### config.mk
export PLATFORM = sky130hd
export DESIGN_NAME = cp_strip_sched
export DESIGN_NICKNAME = d
export VERILOG_FILES = /design/src/rtl/cp_strip_sched.sv
export SDC_FILE = /design/constraint.sdc
export NUM_CORES = 1
export LEC_CHECK = 0
export CORE_MARGIN = 4
export CORE_UTILIZATION = 45
export DETAILED_ROUTE_END_ITERATION = 6
export PLACE_DENSITY = 0.69
export SYNTH_ARGS = -nofsm -noshare
export SYNTH_HDL_FRONTEND = slang
export SYNTH_SLANG_ARGS = --single-unit
### constraint.sdc
create_clock -name CLK_I -period 3 [get_ports CLK_I]
set_clock_uncertainty 0.2 [all_clocks]
set_input_delay 0.3 -clock CLK_I [delete_from_list [all_inputs] [get_ports CLK_I]]
set_output_delay 0.3 -clock CLK_I [all_outputs]
set_load 0.1 [all_outputs]
### src/rtl/cp_strip_sched.sv
// cp_strip_sched: receive-side cyclic-prefix removal scheduler.
// Tracks OFDM symbol timing on the sample stream, discards the LCP prefix
// samples and steers the NFFT body samples into a two-bank ping-pong buffer.
// Full banks are read out to the FFT as contiguous NFFT-cycle bursts.
// Only addresses and enables are generated here; sample data bypasses this block.
//
// Handshake semantics: STB_I is a valid-only strobe with no backpressure, so every
// sample with STB_I=1 is consumed in its cycle. FFT_RDY_I is a level that promises
// room for one whole burst; it is looked at only while the reader is idle, and
// once a burst starts it runs NFFT cycles without further qualification.
module cp_strip_sched #(
  parameter int LCP  = 16,
  parameter int NFFT = 64,
  parameter int AW   = 6
) (
  input  logic          CLK_I,
  input  logic          RST_I,
  input  logic          SYNC_I,
  input  logic          STB_I,
  input  logic          FFT_RDY_I,
  output logic          WR_EN_O,
  output logic          WR_BANK_O,
  output logic [AW-1:0] WR_ADDR_O,
  output logic          RD_EN_O,
  output logic          RD_BANK_O,
  output logic [AW-1:0] RD_ADDR_O,
  output logic          SOP_O,
  output logic          EOP_O,
  output logic          OVF_O,
  output logic [15:0]   SYM_CNT_O
);

  typedef enum logic [1:0] {
    W_IDLE = 2'd0,
    W_CP   = 2'd1,
    W_DATA = 2'd2,
    W_DROP = 2'd3
  } w_state_t;

  typedef enum logic [1:0] {
    R_IDLE  = 2'd0,
    R_BURST = 2'd1,
    R_DONE  = 2'd2
  } r_state_t;

  localparam logic [7:0]    LCP_C    = 8'(LCP);
  localparam logic [AW-1:0] LAST_IDX = AW'(NFFT - 1);

  // ---------------------------------------------------------------------------
  // State and datapath registers
  // ---------------------------------------------------------------------------
  w_state_t      w_state_q, w_state_d;
  r_state_t      r_state_q, r_state_d;

  logic [7:0]    cp_cnt_q, cp_cnt_d;
  logic [AW-1:0] body_idx_q, body_idx_d;
  logic          wr_bank_q;
  logic [AW-1:0] rd_cnt_q, rd_cnt_d;
  logic          rd_bank_q;
  logic [1:0]    full_q;
  logic [15:0]   sym_cnt_q;
  logic          ovf_q;

  // ---------------------------------------------------------------------------
  // Sample classification shared by the write next-state and output logic
  // ---------------------------------------------------------------------------
  logic          accept;      // ordinary sample (valid, not a sync marker)
  logic          restart;     // sync marker: CP sample 0 of a new symbol
  logic          body_smp;    // this sample belongs to a symbol body
  logic [AW-1:0] cur_idx;     // body index of this sample
  logic          body_last;   // this sample is body index NFFT-1
  logic          sym_write;   // the current symbol is being stored, not dropped

  // Decode what the incoming sample means in the current write state.
  always_comb begin
    accept    = STB_I & ~SYNC_I;
    restart   = STB_I & SYNC_I;
    body_smp  = accept & (((w_state_q == W_CP) && (cp_cnt_q == LCP_C)) ||
                          (w_state_q == W_DATA) || (w_state_q == W_DROP));
    cur_idx   = (w_state_q == W_CP) ? '0 : body_idx_q;
    body_last = (cur_idx == LAST_IDX);
    // On body entry the target bank decides store vs drop; later the state does.
    sym_write = (w_state_q == W_DATA) ||
                ((w_state_q == W_CP) && !full_q[wr_bank_q]);
  end

  // ---------------------------------------------------------------------------
  // Write FSM
  // ---------------------------------------------------------------------------

  // Write FSM state register.
  always_ff @(posedge CLK_I or posedge RST_I) begin
    if (RST_I) begin
      w_state_q <= W_IDLE;
      r_state_q <= R_IDLE;
    end else begin
      w_state_q <= w_state_d;
      r_state_q <= r_state_d;
    end
  end

  // Write next-state: sync restarts the symbol, body end wraps straight to the next CP.
  always_comb begin
    w_state_d  = w_state_q;
    cp_cnt_d   = cp_cnt_q;
    body_idx_d = body_idx_q;
    if (restart) begin
      w_state_d  = W_CP;
      cp_cnt_d   = 8'd1;
      body_idx_d = '0;
    end else if (body_smp) begin
      if (body_last) begin
        w_state_d  = W_CP;
        cp_cnt_d   = 8'd0;
        body_idx_d = '0;
      end else begin
        w_state_d  = sym_write ? W_DATA : W_DROP;
        body_idx_d = cur_idx + 1'b1;
      end
    end else if (accept && (w_state_q == W_CP)) begin
      cp_cnt_d = cp_cnt_q + 8'd1;
    end
  end

  logic          wr_en_d;
  logic          wr_bank_d;
  logic [AW-1:0] wr_addr_d;
  logic          sym_done;
  logic          drop_start;
  logic [1:0]    full_set;

  // Write outputs: buffer strobe for stored body samples, bank bookkeeping at symbol end.
  always_comb begin
    wr_en_d    = body_smp & sym_write;
    wr_bank_d  = wr_en_d & wr_bank_q;
    wr_addr_d  = wr_en_d ? cur_idx : '0;
    sym_done   = wr_en_d & body_last;
    drop_start = body_smp & (w_state_q == W_CP) & full_q[wr_bank_q];
    full_set   = {sym_done & wr_bank_q, sym_done & ~wr_bank_q};
  end

  // ---------------------------------------------------------------------------
  // Read FSM
  // ---------------------------------------------------------------------------

  // Read next-state: idle until the read bank is full and the FFT has room.
  always_comb begin
    r_state_d = r_state_q;
    rd_cnt_d  = rd_cnt_q;
    case (r_state_q)
      R_IDLE: begin
        if (full_q[rd_bank_q] && FFT_RDY_I) begin
          r_state_d = R_BURST;
          rd_cnt_d  = '0;
        end
      end
      R_BURST: begin
        rd_cnt_d = rd_cnt_q + 1'b1;
        if (rd_cnt_q == LAST_IDX) begin
          r_state_d = R_DONE;
        end
      end
      R_DONE:  r_state_d = R_IDLE;
      default: r_state_d = R_IDLE;
    endcase
  end

  logic          rd_en_d;
  logic          rd_bank_d;
  logic [AW-1:0] rd_addr_d;
  logic          sop_d;
  logic          eop_d;
  logic          rd_release;
  logic [1:0]    full_clr;

  // Read outputs: burst strobes, and bank release once the last read has gone out.
  always_comb begin
    rd_en_d    = (r_state_q == R_BURST);
    rd_bank_d  = rd_en_d & rd_bank_q;
    rd_addr_d  = rd_en_d ? rd_cnt_q : '0;
    sop_d      = rd_en_d && (rd_cnt_q == '0);
    eop_d      = rd_en_d && (rd_cnt_q == LAST_IDX);
    rd_release = (r_state_q == R_DONE);
    full_clr   = {rd_release & rd_bank_q, rd_release & ~rd_bank_q};
  end

  // ---------------------------------------------------------------------------
  // Shared bookkeeping
  // ---------------------------------------------------------------------------

  // Counters, bank pointers, full flags and the sticky overflow.
  // Writer and reader always own different banks, so set and clear never collide.
  always_ff @(posedge CLK_I or posedge RST_I) begin
    if (RST_I) begin
      cp_cnt_q   <= 8'd0;
      body_idx_q <= '0;
      wr_bank_q  <= 1'b0;
      rd_cnt_q   <= '0;
      rd_bank_q  <= 1'b0;
      full_q     <= 2'b00;
      sym_cnt_q  <= 16'd0;
      ovf_q      <= 1'b0;
    end else begin
      cp_cnt_q   <= cp_cnt_d;
      body_idx_q <= body_idx_d;
      rd_cnt_q   <= rd_cnt_d;
      full_q     <= (full_q & ~full_clr) | full_set;
      if (sym_done) begin
        wr_bank_q <= ~wr_bank_q;
        sym_cnt_q <= sym_cnt_q + 16'd1;
      end
      if (rd_release) begin
        rd_bank_q <= ~rd_bank_q;
      end
      if (drop_start) begin
        ovf_q <= 1'b1;
      end
    end
  end

  // Registered buffer-side outputs, one cycle after the deciding sample/state.
  always_ff @(posedge CLK_I or posedge RST_I) begin
    if (RST_I) begin
      WR_EN_O   <= 1'b0;
      WR_BANK_O <= 1'b0;
      WR_ADDR_O <= '0;
      RD_EN_O   <= 1'b0;
      RD_BANK_O <= 1'b0;
      RD_ADDR_O <= '0;
      SOP_O     <= 1'b0;
      EOP_O     <= 1'b0;
    end else begin
      WR_EN_O   <= wr_en_d;
      WR_BANK_O <= wr_bank_d;
      WR_ADDR_O <= wr_addr_d;
      RD_EN_O   <= rd_en_d;
      RD_BANK_O <= rd_bank_d;
      RD_ADDR_O <= rd_addr_d;
      SOP_O     <= sop_d;
      EOP_O     <= eop_d;
    end
  end

  assign OVF_O     = ovf_q;
  assign SYM_CNT_O = sym_cnt_q;

endmodule

# Yosys cells after proc, flatten, opt, wreduce, memory -nomap -nowiden
# Cells that the tools add are included.
# Widths: inputs -> output; s select.
# classes
add_sub_neg,4
n_lt_le_gt_ge,2
eq_ne,11
mux,23
bitwise_logic,19
n_reduce_logical,18
# ops
operator,n
$mux 6,7
$mux 8,4
$add 16x1->16 const B,1
$and 1x1->1,13
$add 6x1->6 const B,2
$eq 6x6->1 const B,2
$pmux 6 s2,1
$mux 2,5
$add 8x1->8 const B,1
$eq 8x5->1 const B,1
$eq 2x2->1 const B,3
$logic_and 1x1->1,6
$logic_not 6->1,1
$reduce_and 2->1,3
$mux 1,5
$eq 2x1->1 const B,2
$lt 1x2->1 const B,2
$pmux 2 s2,1
$reduce_bool 2->1,2
$logic_or 1x1->1,3
$ne 3x2->1 const B,1
$not 1->1,3
$reduce_bool 3->1,1
$and 2x2->2,1
other kinds (6),6
# totals
reg_bits,63
input_bits,5
out_inout_bits,35
word_cells,95

# Logic depth before layout (Yosys ltp)
# logic_depth
depth_word,9
mapped_depth,9

# Least setup slack after synthesis
# No wires, ideal clock.
# synth_timing
path_type,register to register
from,reg w_state_q[1]
to,reg sym_cnt_q[11] (netlist: SYM_CNT_O[11])
setup_ns,0.158
arrival_ns,2.050
required_time_ns,2.642
setup_slack_ns,0.592
stages_incl_launch_ff,9
path_buffers,0
period_less_slack_ns,2.408
path_cell_list,dfrtp_1 > nand2b_1 > nand2_1 > inv_1 > ha_1 > and4_1 > nand3_4 > or4_1 > xnor2_1
# synth_between
elab_chain_cells,7
# synth_rtl
item,line_no,source
from (decl),52,"w_state_t w_state_q, w_state_d;"
from (signal assigned),97,w_state_q <= w_state_d;
$eq 2x1->1,"78, 80, 84",
$logic_and 1x1->1,78,body_smp = accept & (((w_state_q == W_CP) && (cp_cnt_q == LCP_C)) ||
$logic_or 1x1->1,78,
$logic_or 1x1->1,79,(w_state_q == W_DATA) || (w_state_q == W_DROP));
$and 1x1->1,78,
$and 1x1->1,134,wr_en_d = body_smp & sym_write;
$and 1x1->1 *,137,sym_done = wr_en_d & body_last;
to (signal assigned),210,sym_cnt_q <= sym_cnt_q + 16'd1;
to (decl),61,logic [15:0] sym_cnt_q;
# Every way passes the cells marked *; elsewhere a longest branch is shown, timed or not.
# A chain may end at the register's enable or synchronous reset.

# Worst setup path after layout
# layout_timing
from,reg w_state_q[1]
to,reg cp_cnt_q[5]
# layout_between
elab_chain_cells,7
# layout_rtl
item,line_no,source
branches (longest 7 deep; another with $mux 6),--,
to (signal assigned),204,cp_cnt_q <= cp_cnt_d;
to (decl),55,"logic [7:0] cp_cnt_q, cp_cnt_d;"
# Several ways; the timed one is not identified.

==> results.sh <==
export IMPL_final_cell_mix="63 x dfrtp_1, 35 x buf_4, 23 x nand2_1"
export IMPL_synth_seq_area_share=0.555
export IMPL_hold_viol=0
export IMPL_worst_pin_slew_ns=0.579
export IMPL_grt_usage=0.171
export IMPL_core_area_um2=6030
export IMPL_grt_pass1_wl_um=10200
export IMPL_layout_min_cycle_time_ns=2.67
export IMPL_rr_startpoint="w_state_q[1]"
export IMPL_worstPathArrival_ns=2.68
export IMPL_cts_repair_resized=0
export IMPL_async_reset_ff_frac=1.00
export IMPL_drive_above_1_share=0.189
export IMPL_dpl_cell_count=373
export IMPL_finalMaxSlewViolations=0
export IMPL_startpoint_type="flop"
export IMPL_grt_max_degree=38
export IMPL_rsz0062_at_grt="false"
export IMPL_nets=320
export IMPL_die_h_um=87.5
export IMPL_finalCritPeriodShare=0.890
export IMPL_reg2reg_to="cp_cnt_q[5]"
export IMPL_wl_per_cell_um=14.8
export IMPL_path_clk_slew_ns=0.07
export IMPL_clockBufferDepth=2
export IMPL_place_congestion=0.819
export IMPL_start_util=0.472
export IMPL_setup_viol=0
export IMPL_htreeDepth=3
export IMPL_port_buffers=39
export IMPL_die_area_um2=7650
export IMPL_hold_class="in -> async"
export IMPL_rrSetupSlack_ns=0.33
export IMPL_worst_r2r_path_depth=9
export IMPL_syn_area_per_cell_um2=10.9
export IMPL_synth_edf_count=0
export IMPL_clk_latency_ns=0.33
export IMPL_holdWs_ns=0.146
export IMPL_syn_num_nets=272
export IMPL_crit_start="w_state_q[1]"
export IMPL_fin_util=0.570
export IMPL_antenna_cells=0
export IMPL_antenna_found_initial=0
export IMPL_antenna_left=0
export IMPL_vias=2150
export IMPL_crit_path_max_fanout=8
export IMPL_rows=28
export IMPL_crit_end="cp_cnt_q[5]"
export IMPL_first_pass_iters=4
export IMPL_final_common_cell="dfrtp_1"
export IMPL_drc=0
export IMPL_worstPathRequired_ns=3.00
export IMPL_status="completed"
export IMPL_holdBufCountCts=0
export IMPL_cellPowerDensity_nw_per_um2=742
export IMPL_synthDistinctLibCells=50
export IMPL_cts_root_buffer="clkbuf_8"
export IMPL_io_pins=40
export IMPL_grt_pass1_vias=2136
export IMPL_viasPerCell=5.56
export IMPL_grt_busiest_layer="met2"
export IMPL_critical_path_class="reg -> reg"
export IMPL_end_kind="flop"
export IMPL_relSlewSlack=0.613
export IMPL_use_met2=0.262
export IMPL_timing_fmax_ghz=0.374
export IMPL_drt_initial_drc_count=153
export IMPL_syn_area_um2=2840
export IMPL_cts_sinks=63
export IMPL_power_mw=2.55
export IMPL_ys_warnings_count=0
export IMPL_routed_wl_um=5720
export IMPL_power_leakage_nw=1.61
export IMPL_tns_ns=0
export IMPL_cts_tree="yes"
export IMPL_ys_flop_type="dfrtp_1"
export IMPL_grt_use_met1=0.232
export IMPL_cts_buffers=9
export IMPL_met3_usage=0.0407
export IMPL_post_cts_setup_buffers=0
export IMPL_final_cells=387
export IMPL_gr_total_overflow=0
export IMPL_hpwl_um=4080
export IMPL_syn_to_final_growth_pct=20.7
export IMPL_synth_seq_cells=63
export IMPL_ir_worst_vdd_v=0.000633
export IMPL_drv_cap=0
export IMPL_die_w_um=87.5
export IMPL_synth_cells=261
worst min-delay path by stage:
stage               cells past startpoint             to  slack (ns)
floorplan                               2    cp_cnt_q[0]        0.26
global placement                        1  SYM_CNT_O[15]        0.26
detailed placement                      1  SYM_CNT_O[15]        0.26
CTS                                     2   RD_ADDR_O[3]        0.17
global route                            2   RD_ADDR_O[3]        0.19
finish                                  2   RD_ADDR_O[3]        0.15
synth_stat cells, drive strengths merged (3+ instances only):
library cell	n	share of area
nor3	3	0.0070
and2	12	0.026
ha	6	0.026
nand3	15	0.031
nand4	7	0.015
a22o	6	0.018
nand2	23	0.030
inv	13	0.017
xor2	8	0.025
nor2	13	0.017
nand2b	4	0.0088
and3	6	0.013
nor4	7	0.015
nand3b	3	0.0079
xnor2	12	0.037
a21oi	9	0.016
o21ai	18	0.032
dfrtp	63	0.55
state kept, by name, indices dropped and copies added (netlist names), 2 cells and up:
register	count
body_idx_q	6
WR_ADDR_O	6
rd_cnt_q	6
r_state_q	2
w_state_q	2
cp_cnt_q	8
full_q	2
RD_ADDR_O	6
SYM_CNT_O	16
per-stage QoR:
| step | instance area [µm²] | setup slack, ns |
|---|---|---|
| CTS | 3430 | 0.317 |
| floorplan | 2840 | 0.592 |
| global route | 3430 | 0.0960 |
| detailed placement | 3250 | 0.334 |
| global placement | 3250 | 0.447 |
| finish | 3430 | 0.329 |
final cells by class:
| type | instances | area [µm²] |
|---|---|---|
| inverters | 14 | 52.6 |
| multi-input cells | 181 | 1200 |
| fillers | 521 | 2590 |
| clock buffers | 10 | 138 |
| flip-flops and latches | 63 | 1580 |
| clock inverters | 4 | 47.5 |
| well taps | 75 | 93.8 |
| repair buffers | 40 | 323 |
where the power goes:
group	total (mW)	internal (mW)	switching (mW)
clock	0.706	0.394	0.312
combinational	0.738	0.194	0.544
sequential	1.10	0.975	0.129
total	2.55	1.56	0.985
worst max-delay path: stages (launching register included):
cell      delay (ns)
dfrtp_1         0.45
nand2b_1        0.28
nand2_1         0.17
inv_1           0.05
ha_1            0.23
and4_1          0.28
and3_1          0.25
o31ai_2         0.44
nand2_1         0.09
o311ai_0        0.11
layer usage:
metal	part of all wire	wire length, µm	up-vias
li1	-	-	1029
met1	0.48	2730	1059
met2	0.46	2640	53
met3	0.045	259	9
met4	0.015	88	0
met5	0	0	-
logic make-up after synthesis:
kind of cell / share of synthesized area
AOI/OAI and AO/OA: 0.124
xor gates and xnor gates: 0.0616
adders and majority gates: 0.0264
buffers and inverters: 0.0229
DFF: 0.555
muxes: 0.00748
and+or+nand+nor: 0.203
Power figures use the tool's default switching activity.
